`config.mk`:
```
export PLATFORM = sky130hd
export DESIGN_NAME = stg_latch_hs
export DESIGN_NICKNAME = d
export VERILOG_FILES = /design/src/rtl/stg_latch_hs.sv
export SDC_FILE = /design/constraint.sdc
export NUM_CORES = 1
export LEC_CHECK = 0
export ABC_AREA = 1
export BUFFER_PORTS_ARGS = -buffer_cell sky130_fd_sc_hd__buf_2
export CAP_MARGIN = 10
export CORE_ASPECT_RATIO = 0.75
export CORE_MARGIN = 3
export CORE_UTILIZATION = 48
export CTS_BUF_LIST = sky130_fd_sc_hd__clkbuf_16
export DETAILED_ROUTE_END_ITERATION = 10
export GPL_TIMING_DRIVEN = 0
export PLACE_DENSITY = 0.75
export SKIP_CTS_REPAIR_TIMING = 1
export SLEW_MARGIN = 20
export SYNTH_ARGS = -nofsm -noshare
export SYNTH_HDL_FRONTEND = slang
export SYNTH_SLANG_ARGS = --single-unit
```
`constraint.sdc`:
```
create_clock -name iw_clk -period 1.51 [get_ports iw_clk]
set_input_delay 0.302 -clock iw_clk [delete_from_list [all_inputs] [get_ports iw_clk]]
set_output_delay 0.302 -clock iw_clk [all_outputs]
set_load 0.005 [all_outputs]
```
`src/rtl/stg_latch_hs.sv`:
```
// stg_latch_hs -- parametrised pipeline-stage register for the diad core.
//
// Carries one instruction bundle (pc, instr, opc, GP target, SR target,
// result) between two core stages with a valid/ready handshake. A second
// (skid) entry absorbs the one extra bundle that can arrive in the cycle
// where downstream stalls, so ow_ready can be a plain flop.
//
// Ports:
//   iw_clk, iw_rst_n        clock, synchronous active-low reset
//   iw_valid / ow_ready     upstream handshake (ow_ready registered)
//   iw_flush                discard held and incoming entries
//   iw_pc .. iw_result      incoming bundle
//   ow_valid / iw_ready     downstream handshake
//   ow_pc .. ow_result      registered outgoing bundle (opc = BUBBLE_OPC when empty)
//   ow_stall_cnt            saturating count of cycles with ow_valid & !iw_ready
module stg_latch_hs #(
  parameter int W_ADDR     = 24,
  parameter int W_DATA     = 24,
  parameter int W_OPC      = 8,
  parameter int W_TGT_GP   = 4,
  parameter int W_TGT_SR   = 2,
  parameter int BUBBLE_OPC = 0,
  parameter int W_CNT      = 16
) (
  input  logic                iw_clk,
  input  logic                iw_rst_n,
  input  logic                iw_valid,
  output logic                ow_ready,
  input  logic                iw_flush,
  input  logic [W_ADDR-1:0]   iw_pc,
  input  logic [W_DATA-1:0]   iw_instr,
  input  logic [W_OPC-1:0]    iw_opc,
  input  logic [W_TGT_GP-1:0] iw_tgt_gp,
  input  logic [W_TGT_SR-1:0] iw_tgt_sr,
  input  logic [W_DATA-1:0]   iw_result,
  output logic                ow_valid,
  input  logic                iw_ready,
  output logic [W_ADDR-1:0]   ow_pc,
  output logic [W_DATA-1:0]   ow_instr,
  output logic [W_OPC-1:0]    ow_opc,
  output logic [W_TGT_GP-1:0] ow_tgt_gp,
  output logic [W_TGT_SR-1:0] ow_tgt_sr,
  output logic [W_DATA-1:0]   ow_result,
  output logic [W_CNT-1:0]    ow_stall_cnt
);

  localparam logic [W_OPC-1:0] BUB = W_OPC'(BUBBLE_OPC);

  typedef enum logic [1:0] {ST_EMPTY, ST_ONE, ST_FULL} state_t;

  state_t              state_q, state_d;
  logic                valid_q, valid_d;
  logic                ready_q, ready_d;
  logic [W_CNT-1:0]    cnt_q, cnt_d;

  // Main entry: drives the outputs directly.
  logic [W_ADDR-1:0]   pc_q, pc_d;
  logic [W_DATA-1:0]   instr_q, instr_d;
  logic [W_OPC-1:0]    opc_q, opc_d;
  logic [W_TGT_GP-1:0] gp_q, gp_d;
  logic [W_TGT_SR-1:0] sr_q, sr_d;
  logic [W_DATA-1:0]   res_q, res_d;

  // Skid entry: only meaningful in ST_FULL.
  logic [W_ADDR-1:0]   sk_pc_q, sk_pc_d;
  logic [W_DATA-1:0]   sk_instr_q, sk_instr_d;
  logic [W_OPC-1:0]    sk_opc_q, sk_opc_d;
  logic [W_TGT_GP-1:0] sk_gp_q, sk_gp_d;
  logic [W_TGT_SR-1:0] sk_sr_q, sk_sr_d;
  logic [W_DATA-1:0]   sk_res_q, sk_res_d;

  logic accept, drain;

  function automatic logic [W_CNT-1:0] sat_inc(input logic [W_CNT-1:0] v);
    return (&v) ? v : v + W_CNT'(1);
  endfunction

  // ready_q is a flop, so there is no combinational iw_ready -> ow_ready path.
  assign accept = iw_valid & ready_q;
  assign drain  = valid_q & iw_ready;

  always_comb begin
    state_d    = state_q;
    cnt_d      = cnt_q;
    pc_d       = pc_q;
    instr_d    = instr_q;
    opc_d      = opc_q;
    gp_d       = gp_q;
    sr_d       = sr_q;
    res_d      = res_q;
    sk_pc_d    = sk_pc_q;
    sk_instr_d = sk_instr_q;
    sk_opc_d   = sk_opc_q;
    sk_gp_d    = sk_gp_q;
    sk_sr_d    = sk_sr_q;
    sk_res_d   = sk_res_q;

    if (valid_q && !iw_ready && !iw_flush) cnt_d = sat_inc(cnt_q);

    if (iw_flush) begin
      // Bubble out; non-opc payload keeps its last value.
      state_d = ST_EMPTY;
      opc_d   = BUB;
    end else begin
      unique case (state_q)
        ST_EMPTY: begin
          if (accept) begin
            state_d = ST_ONE;
            pc_d = iw_pc; instr_d = iw_instr; opc_d = iw_opc;
            gp_d = iw_tgt_gp; sr_d = iw_tgt_sr; res_d = iw_result;
          end
        end
        ST_ONE: begin
          if (accept && drain) begin
            pc_d = iw_pc; instr_d = iw_instr; opc_d = iw_opc;
            gp_d = iw_tgt_gp; sr_d = iw_tgt_sr; res_d = iw_result;
          end else if (accept) begin
            state_d = ST_FULL;
            sk_pc_d = iw_pc; sk_instr_d = iw_instr; sk_opc_d = iw_opc;
            sk_gp_d = iw_tgt_gp; sk_sr_d = iw_tgt_sr; sk_res_d = iw_result;
          end else if (drain) begin
            state_d = ST_EMPTY;
            opc_d   = BUB;
          end
        end
        ST_FULL: begin
          if (drain) begin
            state_d = ST_ONE;
            pc_d = sk_pc_q; instr_d = sk_instr_q; opc_d = sk_opc_q;
            gp_d = sk_gp_q; sr_d = sk_sr_q; res_d = sk_res_q;
          end
        end
        default: state_d = ST_EMPTY;
      endcase
    end

    valid_d = (state_d != ST_EMPTY);
    ready_d = (state_d != ST_FULL);
  end

  always_ff @(posedge iw_clk) begin
    if (!iw_rst_n) begin
      state_q    <= ST_EMPTY;
      valid_q    <= 1'b0;
      ready_q    <= 1'b1;
      cnt_q      <= '0;
      pc_q       <= '0;
      instr_q    <= '0;
      opc_q      <= BUB;
      gp_q       <= '0;
      sr_q       <= '0;
      res_q      <= '0;
      sk_pc_q    <= '0;
      sk_instr_q <= '0;
      sk_opc_q   <= '0;
      sk_gp_q    <= '0;
      sk_sr_q    <= '0;
      sk_res_q   <= '0;
    end else begin
      state_q    <= state_d;
      valid_q    <= valid_d;
      ready_q    <= ready_d;
      cnt_q      <= cnt_d;
      pc_q       <= pc_d;
      instr_q    <= instr_d;
      opc_q      <= opc_d;
      gp_q       <= gp_d;
      sr_q       <= sr_d;
      res_q      <= res_d;
      sk_pc_q    <= sk_pc_d;
      sk_instr_q <= sk_instr_d;
      sk_opc_q   <= sk_opc_d;
      sk_gp_q    <= sk_gp_d;
      sk_sr_q    <= sk_sr_d;
      sk_res_q   <= sk_res_d;
    end
  end

  assign ow_valid     = valid_q;
  assign ow_ready     = ready_q;
  assign ow_pc        = pc_q;
  assign ow_instr     = instr_q;
  assign ow_opc       = opc_q;
  assign ow_tgt_gp    = gp_q;
  assign ow_tgt_sr    = sr_q;
  assign ow_result    = res_q;
  assign ow_stall_cnt = cnt_q;

endmodule

```
After elaboration in Yosys (flattened, before gate mapping)
Cells that the tools add are included.
Widths: inputs -> output; s select.
{"block": "word_totals", "in_bits": 91, "reg_bits": 192, "wordCells": 78, "out_inout_bits": 104}
{"block": "op_classes", "n_addsub": 1, "n_eq_ne": 8, "reduce_logical": 14, "bitwise_logic": 6, "n_mux": 33}
{"operator": "$mux 24", "count": 9}
{"operator": "$pmux 24 s3", "count": 3}
{"operator": "$mux 8", "count": 5}
{"operator": "$pmux 8 s3", "count": 1}
{"operator": "$mux 2", "count": 9}
{"operator": "$add 16x1->16 const B", "count": 1}
{"operator": "$reduce_and 16->1", "count": 1}
{"operator": "$mux 4", "count": 3}
{"operator": "$pmux 2 s3", "count": 2}
{"operator": "$pmux 4 s3", "count": 1}
{"operator": "$reduce_and 5->1", "count": 2}
{"operator": "$ne 2x2->1 const B", "count": 4}
{"operator": "$ne 3x3->1 const B", "count": 2}
{"operator": "$not 1->1", "count": 4}
{"operator": "$reduce_and 4->1", "count": 1}
{"operator": "$logic_and 1x1->1", "count": 3}
{"operator": "$reduce_bool 3->1", "count": 1}
{"operator": "$and 1x1->1", "count": 2}
{"operator": "$eq 2x1->1 const B", "count": 1}
{"operator": "$eq 2x2->1 const B", "count": 1}
{"operator": "$logic_not 1->1", "count": 2}
{"operator": "$logic_not 2->1", "count": 1}
{"operator": "$reduce_and 2->1", "count": 1}
{"operator": "$reduce_bool 2->1", "count": 1}
{"operator": "$reduce_or 2->1", "count": 1}

Longest topological paths before layout
Gate-level depths: netlist (run 1).
{"block": "logic_depth", "word_depth": 7, "depth_mapped": 11}

Least setup slack after synthesis (run 1)
OpenSTA, ideal clock, no wires.
{"block": "synth_timing", "kind": "register -> register", "start": "reg cnt_q[1], in the netlist ow_stall_cnt[1]", "end": "reg cnt_q[6], in the netlist ow_stall_cnt[6]", "path_stages_with_launch": 10, "path_buffers": 1, "path_slack_ps": -140, "required_time_ps": 1369, "t_arrival_ps": 1509, "path_cell_list": "dfxtp_1 -> ha_1 -> nand2_2 -> nor2_4 -> nand2_2 -> o21ai_2 -> inv_2 -> buf_6 -> nand2_1 -> a21oi_2"}
{"block": "synth_via", "elab_chain_len": 3}
{"item": "from (decl)", "line": "54", "rtl": "logic [W_CNT-1:0] cnt_q, cnt_d;"}
{"item": "from (signal assigned)", "line": "163", "rtl": "cnt_q <= cnt_d;"}
{"item": "parallel branches: the longest is 3 deep, another holds $add 16x1->16"}
Several ways; the timed one is not identified.
A chain may end at the register's enable or synchronous reset.

Worst setup path after layout (run 1)
{"block": "layout_timing", "start": "reg state_q[0]", "end": "reg sk_res_q[12]"}
{"block": "layout_via", "elab_chain_len": 2}
{"item": "from (decl)", "line": "51", "rtl": "state_t state_q, state_d;"}
{"item": "from (signal assigned)", "line": "160", "rtl": "state_q <= state_d;"}
{"item": "$eq 2x1->1", "line": "105", "rtl": "unique case (state_q)"}
{"item": "$reduce_and 4->1 (no line)"}
{"item": "to (signal assigned)", "line": "175", "rtl": "sk_res_q <= sk_res_d;"}
{"item": "to (decl)", "line": "70", "rtl": "logic [W_DATA-1:0] sk_res_q, sk_res_d;"}
Every way passes these cells.

==> results of run 1 <==
==> Yosys cell counts <==
cell      count
nand3_1       9
o21ai_1       8
dfxtp_1     192
ha_1          5
a21oi_1      90
buf_2        24
nor3_1        1
inv_1       107
nor3b_1       1
buf_1         2
nor2_4        1
nand3_2       1
xor2_1        5
clkbuf_1     38
or2_0         1
nand2_2       3
nand2_1     149
nand4_1       6
xnor2_1       2
o21ai_0     252
nor2_1      196
a211oi_1      8
inv_2         5
nor2_2        2
buf_6         2
o21ai_2       1
buf_4         6
a21oi_2       9
==> flip-flops by register name (all words and copies together) (netlist names), 16 cells and up <==
signal,cells
sk_res_q,24
ow_instr,24
sk_pc_q,24
sk_instr_q,24
ow_result,24
ow_stall_cnt,16
ow_pc,24
==> worst register-to-register path, cell delays in order, from the launching register on <==
cell	delay (ns)
dfxtp_4	0.40
buf_4	0.13
ha_4	0.16
inv_2	0.05
nor2_4	0.14
nand2_4	0.12
inv_8	0.12
clkbuf_16	0.17
clkbuf_16	0.14
o21ai_0	0.08
a21oi_1	0.19
==> per-stage QoR <==
step | hold slack (ns) | utilization | setup WS [ns] | TNS, ns
after detailed placement | 0.446 | 0.574 | -0.687 | -79.27
after global placement | 0.442 | 0.574 | -0.698 | -77.60
after global routing | 0.119 | 0.707 | -0.361 | -44.07
after CTS | 0.107 | 0.611 | -0.755 | -88.30
final | 0.119 | 0.707 | -0.289 | -32.45
after floorplan | 0.430 | - | -0.0107 | -0.0853
==> kinds of logic after synthesis <==
kind of cell / after synthesis / share of synthesized area
DFF: 192 / 0.476
buffers and inverters: 184 / 0.0939
and+or+nand+nor: 370 / 0.179
adders and majority gates: 5 / 0.00775
xor gates and xnor gates: 7 / 0.00759
AOI/OAI and AO/OA: 368 / 0.235
==> metal layers <==
layer	track usage	part of all wire	vias up
met2	0.379	0.46	349
met3	0.0512	0.070	39
met5	0	0	-
met1	0.357	0.46	4056
met4	0.0590	0.016	0
li1	-	-	4185
==> cell type report <==
class                   count  area share
flip-flops and latches    192       0.336
clock buffers              17      0.0370
multi-input cells         750       0.336
clock inverters            13      0.0151
plain buffers              68      0.0569
inverters                 112      0.0392
repair buffers            246       0.157
well taps                 210      0.0229
==> where the power goes <==
group | total, mW | internal, mW | switching [mW] | leakage, nW
clock network | 4.72 | 2.74 | 1.99 | 0.299
logic | 1.58 | 0.741 | 0.842 | 3.27
registers | 5.44 | 5.30 | 0.138 | 1.57
total | 11.7 | 8.78 | 2.97 | 5.14
==> worst max path at each step <==
stage	cells after the start	from	endpoint	slack [ns]
finish	10	state_q[0]$_SDFF_PN0_	sk_res_q[12]$_SDFFE_PN0P_	-0.29
global route	10	state_q[0]$_SDFF_PN0_	sk_res_q[12]$_SDFFE_PN0P_	-0.36
CTS	11	state_q[0]$_SDFF_PN0_	ow_result[15]$_SDFFE_PN0P_	-0.75
detailed placement	11	state_q[0]$_SDFF_PN0_	ow_result[13]$_SDFFE_PN0P_	-0.69
global placement	11	state_q[0]$_SDFF_PN0_	ow_result[19]$_SDFFE_PN0P_	-0.70
floorplan	8	state_q[0]$_SDFF_PN0_	ow_pc[19]$_SDFFE_PN0P_	-0.01
==> metrics.yaml, run 1 <==
yosys:
  synth_area_per_cell_um2: 7.17
  yosys-top-cells-area: "dfxtp_1 48%, o21ai_0 16%, nor2_1 9.1%"
  synth_seq_cells: 192
  yosysWarnings: 0
  yosys.area.top_type: "dfxtp_1"
  synth_cell_type_count: 28
  syn_nets: 1222
  syn_inst: 1126
  seq_area_frac_synth: 0.476
  synth_top_area_frac: 0.476
  syn-cell-area_mm2: 0.00807
place:
  port_buffers: 194
  placedCellCount: 1530
  place_congestion: 0.914
  place_area_mm2: 0.00933
  hpwl_um: 16700
sta:
  fmax_ghz: 0.556
  finalCritPeriodShare: 1.19
  rsz0062_at_grt: "true"
  min_period_ns: 1.80
  final_max_slew_viol_count: 0
  fin_worst_skew_ns: 0.00914
  final-setup-viol-count: 184
  tightest_slew_ns: 0.743
  hold_viol: 0
  layout_setup_ws_ns: -0.289
  max_slew_margin: 0.505
hold_path:
  hold_depth: 3
  hp-start: "iw_result[0]"
  min_path_type: "primary input to register"
  hold_end: "sk_res_q[0]$_SDFFE_PN0P_"
drt:
  drtPass1Iterations: 7
  drt-vias-per-instance: 5.37
  first_iter_violations: 778
  drc: 0
  wl_per_cell_um: 16.4
  route.vias.total: 8629
  drtAntennaViolNets: 0
  wl_um: 26300
worst_setup_path:
  cp_top_family: "buffers and inverters"
  crit_type: "register to register"
  critPathBufInv: 5
  crit_path_frequent_cell: "clkbuf_16"
  cpMaxStageDelayCell: "dfxtp_4"
  crit_path_max_incr_delay_ns: 0.40
  r2r_start: "state_q[0]$_SDFF_PN0_"
  endpoint_kind: "register"
  critical_path_arrival_ns: 2.15
  worstRegToRegCells: 10
  crit_required_ns: 1.86
  cp_max_fo: 6
  crit_path_start_kind: "register"
  path_cells: "buf_4 > ha_4 > inv_2 > nor2_4 > nand2_4 > inv_8 > clkbuf_16 > clkbuf_16 > o21ai_0 > a21oi_1"
  reg2reg_slack_ns: -0.29
  r2r-end: "sk_res_q[12]$_SDFFE_PN0P_"
grt:
  overflow: 0
  antenna_found_initial: 0
  grt_pass1_vias: 7458
  grt_usage: 0.247
  grt_pass1_wl_um: 37200
  grt_max_degree: 17
cts:
  worst_skew_pair.late_latency_ns: 0.43
  cts_buffers: 17
  clkSinkCount: 192
  clkTransAtPathRegs_ns: 0.07
  h-tree-depth: 4
  cts_tree: "built"
  clockRootBuffer: "clkbuf_16"
  clockBufferDepth: 2
final_layout:
  final_cell_mix: "198 x buf_2, 187 x dfxtp_1, 175 x o21ai_0"
  syn2layout_area_growth_pct: 42.4
  n_fill_cell: 1339
  finalNetCount: 1483
  final_area_mm2: 0.0115
  final_common_cell: "buf_2"
  register_area_mm2: 0.00386
  diodes: 0
  drive_above_1_share: 0.310
  multi_input_area_mm2: 0.00386
  fin_cells: 1608
die:
  start_util: 0.496
  rows: 40
  fp.coreArea_mm2: 0.0163
  die_area_mm2: 0.0184
  die-height_um: 118
  die_w_um: 156
  io_pins: 195
run_status:
  violations: "negative setup slack"
  status: "finished, violations left"
pwr:
  total_power_mw: 11.7
  power_leakage_nw: 5.14
  vdd_drop_max_mv: 0.725
  powerDensity_mw_per_mm2: 1020
job:
  maxCapViolCount: 0
Note: power is estimated with default switching activity, not from simulation.
==> run 2: changes to the inputs <==
PLACE_DENSITY = 0.83   (was 0.75)
==> run 2 against run 1 <==
The run still ends with negative setup slack left. Register-to-register slack hardly changed. Utilization grew 4.3 points. Combinational power about the same. Sequential share of layout area is 1.9 points lower. Worst setup slack worse by 0.0077 ns. Power is 0.52% higher. Critical path type unchanged. Largest power group unchanged.
==> metrics.yaml, run 2 (same netlist as run 1, synthesis figures left out) <==
final_layout:
  multi_input_area_mm2: 0.00455  # +18%
  finalNetCount: 1480  # -0.20%
  drive_above_1_share: 0.411  # +0.100
  n_fill_cell: 1143  # -15%
  register_area_mm2: 0.00386  # about the same
  syn2layout_area_growth_pct: 51.0
  final_cell_mix: "199 x buf_2, 184 x dfxtp_1, 179 x nor2_1"
  final_common_cell: "buf_2"
  final_area_mm2: 0.0122  # +6.1%
sta:
  min_period_ns: 1.81  # +0.00772 ns
  final_max_slew_viol_count: 0  # unchanged
  layout_setup_ws_ns: -0.297  # -0.00772 ns
  finalCritPeriodShare: 1.20  # +0.00511
  hold_viol: 0  # unchanged
  max_slew_margin: 0.482  # -0.0227
  final-setup-viol-count: 173  # -6.0%
  tightest_slew_ns: 0.777  # +0.0341 ns
  holdWs_ns: 0.115  # -0.00440 ns
  fmax_ghz: 0.554  # -0.43%
  fin_worst_skew_ns: 0.0114  # +0.00230 ns
  rsz0062_at_grt: "true"
worst_setup_path:
  critical_path_arrival_ns: 2.14  # about the same
  crit_path_max_incr_delay_ns: 0.39  # about the same
  cpMaxStageDelayCell: "dfxtp_4"
  cp_top_family: "simple AND/OR/NAND/NOR gates"
  startpoint: "state_q[0]$_SDFF_PN0_"
  reg2reg_slack_ns: -0.30  # about the same
  worstRegToRegCells: 8  # -2
  r2r_start: "state_q[0]$_SDFF_PN0_"
  crit_path_frequent_cell: "buf_8"
  cp_max_fo: 10  # +4
  critPathBufInv: 3  # -2
  crit_required_ns: 1.85  # about the same
  worstSetupEndpoint: "ow_result[22]$_SDFFE_PN0P_"
  path_depth: 8  # -2
  endpoint_kind: "register"
  r2r-end: "ow_result[22]$_SDFFE_PN0P_"
  path_cells: "ha_4 > or2_1 > inv_2 > nand3_4 > buf_8 > buf_8 > o21ai_1 > nor2_1"
  crit_path_start_kind: "register"
  crit_type: "register to register"
place:
  port_buffers: 194  # unchanged
  place_area_mm2: 0.00933  # unchanged
  dp_slack_ns: -0.697  # -0.0101 ns
  hpwl_um: 17000  # +2.0%
  place_congestion: 0.942  # +3.1%
die:
  die-height_um: 118  # unchanged
  fp.coreArea_mm2: 0.0163  # unchanged
  io_pins: 195  # unchanged
  start_util: 0.496  # unchanged
  die_w_um: 156  # unchanged
  rows: 40  # unchanged
  die_area_mm2: 0.0184  # unchanged
pwr:
  vdd_drop_max_mv: 0.676  # -6.7%
  p_seq_frac: 0.462  # about the same
  swShare: 0.269  # +0.0167
  powerDensity_mw_per_mm2: 969  # -5.2%
  total_power_mw: 11.8  # +0.52%
  comb_power_share: 0.136  # about the same
  clkPwrFrac: 0.402  # about the same
  netSwitchingPower_mw: 3.18  # +7.2%
  internal_power_mw: 8.63  # -1.7%
  power_leakage_nw: 5.24  # +1.9%
drt:
  route.vias.total: 8904  # +3.2%
  drtPass1Iterations: 5  # -2
  drtAntennaViolNets: 0  # unchanged
  wl_um: 28300  # +7.6%
  drt-vias-per-instance: 5.53  # +3.1%
  wl_per_cell_um: 17.6  # +7.5%
  first_iter_violations: 695  # -11%
  drc: 0  # unchanged
cts:
  h-tree-depth: 4  # unchanged
  cts_buffers: 17  # unchanged
  clkTransAtPathRegs_ns: 0.07  # about the same
  clkSinkCount: 192  # unchanged
  clockRootBuffer: "clkbuf_16"
  clockBufferDepth: 2  # unchanged
  worst_skew_pair.late_latency_ns: 0.44  # about the same
  cts_tree: "built"
grt:
  grt_usage: 0.251  # +0.00338
  overflow: 0  # unchanged
  grt_pass1_vias: 7444  # -0.19%
  grt_max_degree: 18  # +1
  grt_pass1_wl_um: 37400  # +0.63%
  antenna_found_initial: 2  # +2
run_status:
  status: "finished, violations left"
  violations: "negative setup slack"
hold_path:
  min_path_type: "primary input to register"
job:
  maxCapViolCount: 0  # unchanged
## run 2: power groups by stage
stage,clock (mW),combinational [mW],sequential [mW]
after floorplan,0,0.605,5.55
after global placement,0,1.11,5.54
after global routing,4.92,1.76,5.48
final,4.75,1.61,5.46
after CTS,4.73,1.15,5.43
after detailed placement,0,1.14,5.55
## run 2: final cells by class
cell class,instances,share of cell area
inverter,112,0.0369
sequential,192,0.317
timing repair buffer,240,0.142
antenna,2,0.000411
clock buffer,17,0.0349
buffer,71,0.0592
tap,210,0.0216
clock inverter,15,0.0148
multi-input combinational,750,0.373
## run 2: tightest hold or removal path, stage by stage
cell	delay, ns
buf_2	0.08
inv_1	0.05
a21oi_2	0.10
## run 2: worst min-delay path by stage
stage,slack [ns],from,to,depth (start not counted)
2_1_floorplan,0.43,sk_opc_q[4]$_SDFFE_PN0P_,sk_opc_q[4]$_SDFFE_PN0P_,2
4_1_cts,0.11,iw_instr[21],sk_instr_q[21]$_SDFFE_PN0P_,3
3_5_place_dp,0.45,sk_opc_q[3]$_SDFFE_PN0P_,sk_opc_q[3]$_SDFFE_PN0P_,2
6_report,0.11,iw_instr[1],sk_instr_q[1]$_SDFFE_PN0P_,3
3_3_place_gp,0.44,sk_opc_q[4]$_SDFFE_PN0P_,sk_opc_q[4]$_SDFFE_PN0P_,2
5_1_grt,0.12,iw_instr[18],sk_instr_q[18]$_SDFFE_PN0P_,3
## run 2: metal layers
metal  GRT usage  share of wire  up-vias
met5           0              0        -
met4      0.0684          0.026        0
met3      0.0516          0.075       64
met2       0.377           0.46      453
met1       0.364           0.44     4214
li1            -              -     4173
## run 2: stage by stage
| stage | util | setup TNS (ns) | instances |
|---|---|---|---|
| after floorplan | - | -0.0853 | 1126 |
| after global placement | 0.574 | -75.55 | 1530 |
| after detailed placement | 0.574 | -80.38 | 1530 |
| after CTS | 0.611 | -86.29 | 1562 |
| after global routing | 0.750 | -35.78 | 1609 |
| final | 0.750 | -23.89 | 1609 |
